`config.mk`:
```
export PLATFORM = sky130hd
export DESIGN_NAME = alu
export DESIGN_NICKNAME = d
export VERILOG_FILES = /design/src/rtl/alu_pkg.sv /design/src/rtl/alu_mul.sv /design/src/rtl/alu.sv
export SDC_FILE = /design/constraint.sdc
export NUM_CORES = 1
export LEC_CHECK = 0
export ABC_AREA = 1
export CORE_MARGIN = 5
export CORE_UTILIZATION = 45
export CTS_CLUSTER_DIAMETER = 40
export CTS_CLUSTER_SIZE = 30
export DETAILED_ROUTE_END_ITERATION = 10
export PLACE_DENSITY_LB_ADDON = 0.3
export SKIP_CTS_REPAIR_TIMING = 1
export SYNTH_ARGS = -nofsm -noshare
export SYNTH_HDL_FRONTEND = slang
export SYNTH_SLANG_ARGS = --single-unit
export TNS_END_PERCENT = 1
```
`constraint.sdc`:
```
create_clock -name clock_in -period 0.8 [get_ports clock_in]
set_input_delay 0.24 -clock clock_in [delete_from_list [all_inputs] [get_ports clock_in]]
set_output_delay 0.24 -clock clock_in [all_outputs]
set_load 0.01 [all_outputs]
```
`src/rtl/alu_pkg.sv`:
```
// Shared definitions for the registered 8-bit ALU.
package alu_pkg;

  localparam int unsigned ALU_DATA_W = 8;

  typedef enum logic [2:0] {
    ALU_ADD = 3'd0,
    ALU_SUB = 3'd1,
    ALU_MUL = 3'd2,
    ALU_AND = 3'd3,
    ALU_OR  = 3'd4,
    ALU_XOR = 3'd5,
    ALU_SHL = 3'd6,
    ALU_SHR = 3'd7
  } alu_op_e;

endpackage

```
`src/rtl/alu_mul.sv`:
```
// Combinational DATA_W x DATA_W multiplier keeping only the low DATA_W bits.
// Kept separate so a pipelined or DSP-based version can replace it later.
module alu_mul #(
  parameter int unsigned DATA_W = 8
) (
  input  logic [DATA_W-1:0] a,
  input  logic [DATA_W-1:0] b,
  output logic [DATA_W-1:0] product
);

  // Same-width context truncates the product to the low DATA_W bits.
  assign product = a * b;

endmodule

```
`src/rtl/alu.sv`:
```
// Registered integer ALU: one opcode applied to two operands, result captured
// on enabled rising edges, cleared asynchronously by an active-low reset.
module alu
  import alu_pkg::*;
#(
  parameter int unsigned DATA_W = ALU_DATA_W
) (
  input  logic              clock_in,
  input  logic              reset_in,
  input  logic              enable_in,
  input  logic [2:0]        opcode_in,
  input  logic [DATA_W-1:0] alu_input1,
  input  logic [DATA_W-1:0] alu_input2,
  output logic [DATA_W-1:0] alu_output
);

  alu_op_e           op;
  logic [DATA_W-1:0] product;
  logic [DATA_W-1:0] next_result;

  assign op = alu_op_e'(opcode_in);

  alu_mul #(
    .DATA_W(DATA_W)
  ) u_mul (
    .a      (alu_input1),
    .b      (alu_input2),
    .product(product)
  );

  // Select the combinational result for the current opcode; all eight are defined.
  always_comb begin
    next_result = '0;
    unique case (op)
      ALU_ADD: next_result = alu_input1 + alu_input2;
      ALU_SUB: next_result = alu_input1 - alu_input2;
      ALU_MUL: next_result = product;
      ALU_AND: next_result = alu_input1 & alu_input2;
      ALU_OR:  next_result = alu_input1 | alu_input2;
      ALU_XOR: next_result = alu_input1 ^ alu_input2;
      ALU_SHL: next_result = alu_input1 << alu_input2[2:0];
      ALU_SHR: next_result = alu_input1 >> alu_input2[2:0];
    endcase
  end

  // Result register: reset wins over enable; disabled edges hold the last result.
  always_ff @(posedge clock_in or negedge reset_in) begin
    if (!reset_in) begin
      alu_output <= '0;
    end else if (enable_in) begin
      alu_output <= next_result;
    end
  end

endmodule

```
Word level (Yosys, flattened, before mapping)
Cells that the tools add are included.

Bits in read-only memories: 0. Flip-flop bits (word level): 8. Bits of input ports: 22. Latch bits: 0. Bits in writable memories: 0. Memories: 0. Logic and storage cells: 18.

Div/mod/pow operators: 0. Mux-type cells: 1. Bitwise logic cells: 3. Shifts and indexed selects: 2. $lt $le $gt $ge: 0. Add/sub/neg operators: 2. $mul: 1. Reduce and logical (&&, ||, !) cells: 1. Equality and inequality tests: 7.

Operators by type and width (number): 8-bit one-hot mux with 8 select lines (1); 3-bit equality test (second input constant) (4); 8-bit adder (1); 8-bit AND (1); 8-bit by 8-bit multiplier with 8-bit output (1); 8-bit OR (1); 8-bit by 3-bit << shifter with 8-bit output (1); 8-bit by 3-bit >> shifter with 8-bit output (1); 8-bit subtractor (1); 8-bit XOR (1); 3-bit by 2-bit equality test with 1-bit output (second input constant) (2); 3-bit by 1-bit equality test with 1-bit output (second input constant) (1); 3-bit logical NOT (1).

Longest topological paths before layout
Gate-level depths: netlist (run 1).

Word-level depth: 2. Mapped depth: 23. Depth with buffers taken out: 22.

Hierarchy
Synthesis (run 1) repeated with hierarchy kept, for this count alone.

Cells, all modules: 494. Area, all modules: 2947.8 µm².

By module, submodules not included: alu (area an instance 1896.8 µm², cells each 323, sequential area each 200.2 µm², instances 1); alu_mul (area an instance 1051.0 µm², cells each 171, sequential area each 0.0 µm², instances 1).

Worst setup path after synthesis (run 1)
No wires, ideal clock.

Path type: in2reg. Start: in alu_input2[2]. End: reg alu_output[7]. Path buffers: 2. Library setup time: 0.117 ns. Cell stages on the path: 20. Arrival time: 3.717 ns. Path slack: -3.033 ns. Data required time: 0.683 ns. Path through: buf_6 > clkbuf_1 > nand2_1 > fa_1 > fa_1 > inv_1 > fa_1 > inv_1 > fa_1 > inv_1 > ha_1 > a21oi_1 > nand3b_1 > nand2_1 > inv_1 > nand2_1 > nand3_1 > nand3_1 > nand2_1 > nand2_1.

Word-level cells in the longest chain between the ends: 2.

Ends and longest elaborated chain: start: declaration (RTL line alu.sv:13) `input logic [DATA_W-1:0] alu_input2,`; 8-bit by 8-bit multiplier with 8-bit output, or another cell as far along (RTL line alu_mul.sv:12) `assign product = a * b;`; 8-bit one-hot mux with 8 select lines * (RTL line alu.sv:34) `unique case (op)`; end signal: assignment (RTL line alu.sv:51) `alu_output <= next_result;`; end: declaration (RTL line alu.sv:14) `output logic [DATA_W-1:0] alu_output`.

Mark *: on every way between the ends. The rest lies on a longest branch, timed or not. A chain may end at the register's enable or synchronous reset.

Final worst setup path (run 1)
Start: in alu_input2[2]. End: reg alu_output[6].

The elaborated chain is that of the path after synthesis.

==> results.yml, run 1 <==
yosys:
  syn-instance-count: 433
  yosys.area.top_type: "ha_1"
  synth_nets: 509
  ys_seq_elements: 8
  ys_warn_count: 0
  synth.top_cell.area_share_pct: 18.3
  synth_edf_count: 0
  synthDistinctLibCells: 46
  ys.flop_type: "dfrtp_1"
  ys_seq_area_share_pct: 7.15
  synthTopCellsByArea: "ha_1 (18%), nand2_1 (16%), inv_1 (11%)"
  netlist_area_um2: 2800
  ys_async_sr_fraction_pct: 100
  syn_area_per_cell_um2: 6.47
outcome:
  violations: "setup timing"
  status: "finished with violations"
floorplan:
  start_util_pct: 46.7
  rows: 28
  die_w_um: 88.9
  pin_count: 30
  die_h_um: 88.9
  coreArea_um2: 5990
  die-area_um2: 7900
routing:
  drt_wl_total_um: 8810
  first_iter_violations: 183
  antenna_left: 0
  wl_per_cell_um: 14.4
  via_count: 3164
  via_per_inst: 5.18
  first_pass_iters: 5
  drc: 0
placed_design:
  portBuffers: 29
  dp_worst_setup_slack_ps: -3290
  hpwlAfterDp_um: 7560
  place_area_um2: 3780
  dp.cells: 607
  gp_congestion: 0.933
power:
  p_leak_nw: 2.20
  power_density_nw_per_um2: 1040
  power_mw: 4.03
  irDropWorstVdd_mv: 0.789
clock_network:
  root_buffer: "clkbuf_8"
  clk_latency_ps: 230
  cts_tree: "done"
  htree_levels: 1
  clkTransAtPathRegs_ps: 40
  cts_buffers: 3
  cts.sink_count: 8
  clockBufferDepth: 2
final_layout:
  largest_reg_flops: 8
  antenna_cells: 0
  utilization_pct: 64.8
  final_cell_mix: "nand2_1 (110), buf_4 (80), inv_1 (77)"
  area_growth_pct: 38.6
  top_register: "alu_output"
  layout.nets: 614
  layout-drive-gt1-share_pct: 30.2
  final_cells: 611
  final_common_cell: "nand2_1"
  reg_top3: "alu_output x8"
  post-route-cell-area_um2: 3880
timing:
  setup_violations: 16
  slew_viol_final: 0
  skew_ps: 0
  fin_crit_ps: 3340
  timing.fmax_mhz: 300
  final-hold-violation-count: 0
  rsz0062_at_grt: "yes"
  fin_hold_ws_ps: 319
  worst_slack_ps: -2540
  maxSlewHeadroom_pct: 77.1
  worst_pin_slew_ps: 344
  tns_ps: -16010
  finalCritPeriodShare_pct: 417
setup_path:
  cp.required_ps: 900
  cp-start-kind: "primary input"
  critPathKind: "in -> reg"
  cp_max_fo: 5
  worstPathArrival_ps: 3440
  endpoint_kind: "flop"
grt:
  antenna_found_initial: 0
  grt_pass1_wl_um: 14700
  grt_max_degree: 14
  grt_pass1_vias: 3175
  grt_overflow: 0
  grt.total_usage_pct: 23.9
worst_hold_path:
  min-delay-path-class: "in -> async"
run:
  drv_cap: 0
area by class of cell:
class | instances | area, µm²
Fill cell | 546 | 2110
Sequential cell | 8 | 200
Inverter | 92 | 367
Tap cell | 75 | 93.8
Timing Repair Buffer | 112 | 902
Multi-Input combinational cell | 321 | 2280
Clock buffer | 3 | 41.3
Yosys cell counts (all sizes together), types with 5 or more instances:
cell type  instances
inv               90
fa                13
ha                41
o211ai             5
a21oi             16
nand2            124
dfrtp              8
o21ai             27
xor2               9
nor2              18
nand3             39
buf               10
kinds of logic after synthesis:
family          Yosys count  synth area share (%)
flops                     8                  7.15
compound gates           64                  14.0
buf+inv                 104                  16.5
simple gates            191                  31.0
fa+ha+maj                54                  27.6
xor+xnor                 12                  3.75
worst paths after layout:
kind	startpoint	endpoint	slack, ps	cells past startpoint
min in group clock_in	alu_output[3]$_DFFE_PN0P_	alu_output[3]$_DFFE_PN0P_	480	2
min reg2reg	alu_output[3]$_DFFE_PN0P_	alu_output[3]$_DFFE_PN0P_	480	2
max	alu_input2[2]	alu_output[6]$_DFFE_PN0P_	-2540	15
min	reset_in	alu_output[6]$_DFFE_PN0P_	320	2
max reg2reg	alu_output[0]$_DFFE_PN0P_	alu_output[0]$_DFFE_PN0P_	160	2
max in group asynchronous	reset_in	alu_output[2]$_DFFE_PN0P_	380	2
power by group:
group	total (mW)	internal, mW	switching, mW
combinational	3.02	1.38	1.64
clock	0.494	0.327	0.168
sequential	0.517	0.479	0.0375
total	4.03	2.18	1.85
layer usage:
metal  GRT usage [%]  routed length (µm)
met3            2.14                 527
met5               0                   0
met2            40.7                4140
met1            32.6                3970
met4            5.49                 174
critical path, stage by stage:
cell and delay [ps]:
buf_4 110, buf_6 120, nand2_4 50, fa_2 360
fa_1 500, inv_1 60, fa_1 470, inv_1 50
fa_1 510, inv_2 40, ha_4 220, xnor2_1 220
o21ai_0 100, nor3_1 250, a31oi_1 120
(Power assumes the default switching activity.)
==> run 2, diff against run 1 <==
--- a/config.mk
+++ b/config.mk
@@ -6,6 +6,7 @@
 export NUM_CORES = 1
 export LEC_CHECK = 0
 export ABC_AREA = 1
+export CORE_ASPECT_RATIO = 1.2
 export CORE_MARGIN = 5
 export CORE_UTILIZATION = 45
 export CTS_CLUSTER_DIAMETER = 40
@@ -16,4 +17,4 @@
 export SYNTH_ARGS = -nofsm -noshare
 export SYNTH_HDL_FRONTEND = slang
 export SYNTH_SLANG_ARGS = --single-unit
-export TNS_END_PERCENT = 1
+export TNS_END_PERCENT = 20
==> results.yml, run 2 (same netlist as run 1, synthesis figures left out) <==
final_layout:
  top_register: "alu_output"
  layout-drive-gt1-share_pct: 33.2
  final_common_cell: "nand2_1"
  final_cells: 633
  largest_reg_flops: 8
  reg_top3: "alu_output x8"
  area_growth_pct: 45.8
  final_cell_mix: "nand2_1 (115), buf_4 (90), inv_1 (74)"
  antenna_cells: 0
  layout.nets: 629
power:
  p_clk_share_pct: 10.8
  p_comb_share_pct: 77.4
  p_leak_nw: 2.29
  p_int_mw: 2.47
  p_sw_mw: 1.98
  power_density_nw_per_um2: 1090
  irDropWorstVdd_mv: 1.19
  swShare_pct: 44.4
  p_seq_share_pct: 11.8
timing:
  maxSlewHeadroom_pct: 79.1
  slew_viol_final: 0
  final-hold-violation-count: 0
  rsz0062_at_grt: "yes"
  timing.fmax_mhz: 296
  worst_slack_ps: -2580
  fin_hold_ws_ps: 333
  fin_crit_ps: 3380
  worst_pin_slew_ps: 310
  setup_violations: 16
  skew_ps: 0
  finalCritPeriodShare_pct: 423
grt:
  grt_pass1_wl_um: 15200
  antenna_found_initial: 0
  grt_overflow: 0
  grt.total_usage_pct: 25.0
  grt_max_degree: 18
  grt_pass1_vias: 3300
setup_path:
  timing.rr.start: "alu_output[6]$_DFFE_PN0P_"
  cp_max_fo: 4
  cp-start-kind: "primary input"
  crit_path_end: "alu_output[6]$_DFFE_PN0P_"
  crit_start: "alu_input2[3]"
  critPathKind: "in -> reg"
  r2r_cells: 2
  timing.rr.end: "alu_output[6]$_DFFE_PN0P_"
  worstPathArrival_ps: 3520
  cp.required_ps: 930
  ff2ff_setup_slack_ps: 120
  endpoint_kind: "flop"
placed_design:
  hpwlAfterDp_um: 7800
  dp.cells: 625
  portBuffers: 29
  gp_congestion: 0.999
  dp_worst_setup_slack_ps: -3240
routing:
  wl_per_cell_um: 14.6
  drc: 0
  via_count: 3216
  first_pass_iters: 4
  first_iter_violations: 155
  via_per_inst: 5.08
  drt_wl_total_um: 9240
  antenna_left: 0
floorplan:
  die_h_um: 96.4
  die-area_um2: 7910
  coreArea_um2: 6050
  die_w_um: 82.0
  rows: 31
  start_util_pct: 46.3
  pin_count: 30
outcome:
  status: "finished with violations"
  violations: "setup timing"
clock_network:
  cts_buffers: 3
  cts_tree: "done"
  htree_levels: 1
  root_buffer: "clkbuf_8"
  cts.sink_count: 8
  clkTransAtPathRegs_ps: 40
  clockBufferDepth: 2
  clk_latency_ps: 230
worst_hold_path:
  min-delay-path-class: "in -> async"
run:
  drv_cap: 0
-- run 2: changes by cell type in the layout (fill, tap and decap cells not counted), moves of 3 or more --
cell | before | now
inv_1 | 77 | 74
nand2_1 | 110 | 115
buf_6 | 3 | 9
nand2_2 | 11 | 5
inv_2 | 10 | 13
buf_4 | 80 | 90
-- run 2: routing by layer --
| layer | global-route usage (%) | vias up | routed length, µm |
|---|---|---|---|
| li1 | - | 1616 | - |
| met4 | 9.56 | 0 | 321 |
| met5 | 0 | - | 0 |
| met3 | 1.86 | 27 | 271 |
| met2 | 46.2 | 84 | 4890 |
| met1 | 29.6 | 1489 | 3760 |
-- run 2: critical path: stages --
cell and delay [ps]:
clkbuf_2 160, nand2_4 60, fa_2 360, fa_1 550, inv_2 40, fa_1 540, inv_1 50, fa_1 490
inv_2 40, ha_4 210, buf_6 110, buf_6 120, xnor2_4 120, o21ai_2 150, nor3_2 60, a31oi_1 210
-- run 2: worst min path at each step --
stage                                    startpoint                        end  slack, ps
final                                      reset_in  alu_output[7]$_DFFE_PN0P_        330
after global routing                       reset_in  alu_output[4]$_DFFE_PN0P_        330
after CTS                                  reset_in  alu_output[5]$_DFFE_PN0P_        330
after detailed placement  alu_output[3]$_DFFE_PN0P_  alu_output[3]$_DFFE_PN0P_        470
after global placement    alu_output[3]$_DFFE_PN0P_  alu_output[3]$_DFFE_PN0P_        470
after floorplan                            reset_in  alu_output[0]$_DFFE_PN0P_        -60
-- run 2: layout make-up --
type | instances | area (µm²)
well taps | 82 | 103
repair buffers | 127 | 1040
multi-input cells | 321 | 2330
clock buffers | 3 | 41.3
flip-flops and latches | 8 | 200
fillers | 572 | 1970
inverters | 92 | 367
-- run 2: power groups by stage --
| stage | Clock [mW] | Combinational, mW | Sequential (mW) |
|---|---|---|---|
| CTS | 0.494 | 3.00 | 0.526 |
| detailed placement | 0 | 2.96 | 0.529 |
| global route | 0.517 | 3.82 | 0.538 |
| finish | 0.479 | 3.44 | 0.526 |
| global placement | 0 | 2.88 | 0.528 |
| floorplan | 0 | 1.79 | 0.557 |
-- run 2: metrics by stage --
| stage | instance area, µm² | total power, mW | TNS [ps] | util, % |
|---|---|---|---|---|
| floorplan | 2890 | 2.34 | -14050 | - |
| global placement | 3860 | 3.41 | -22740 | 63.9 |
| detailed placement | 3860 | 3.49 | -23060 | 63.9 |
| CTS | 3910 | 4.02 | -23320 | 64.5 |
| global route | 4080 | 4.88 | -17630 | 67.5 |
| finish | 4080 | 4.45 | -16320 | 67.5 |
==> run 3, diff against run 2 <==
==> constraint.sdc (replaced) <==
create_clock -name clock_in -period 0.8 [get_ports clock_in]
set_input_delay 0.24 -clock clock_in [delete_from_list [all_inputs] [get_ports clock_in]]
set_output_delay 0.24 -clock clock_in [all_outputs]
set_load 0.005 [all_outputs]
==> results of run 3 <==
Same layout as run 2 (identical final DEF). Status: finished with violations: setup timing.
Among the figures that moved: setup TNS -16320 ps -> -16190 ps; total power 4.45 mW -> 4.42 mW
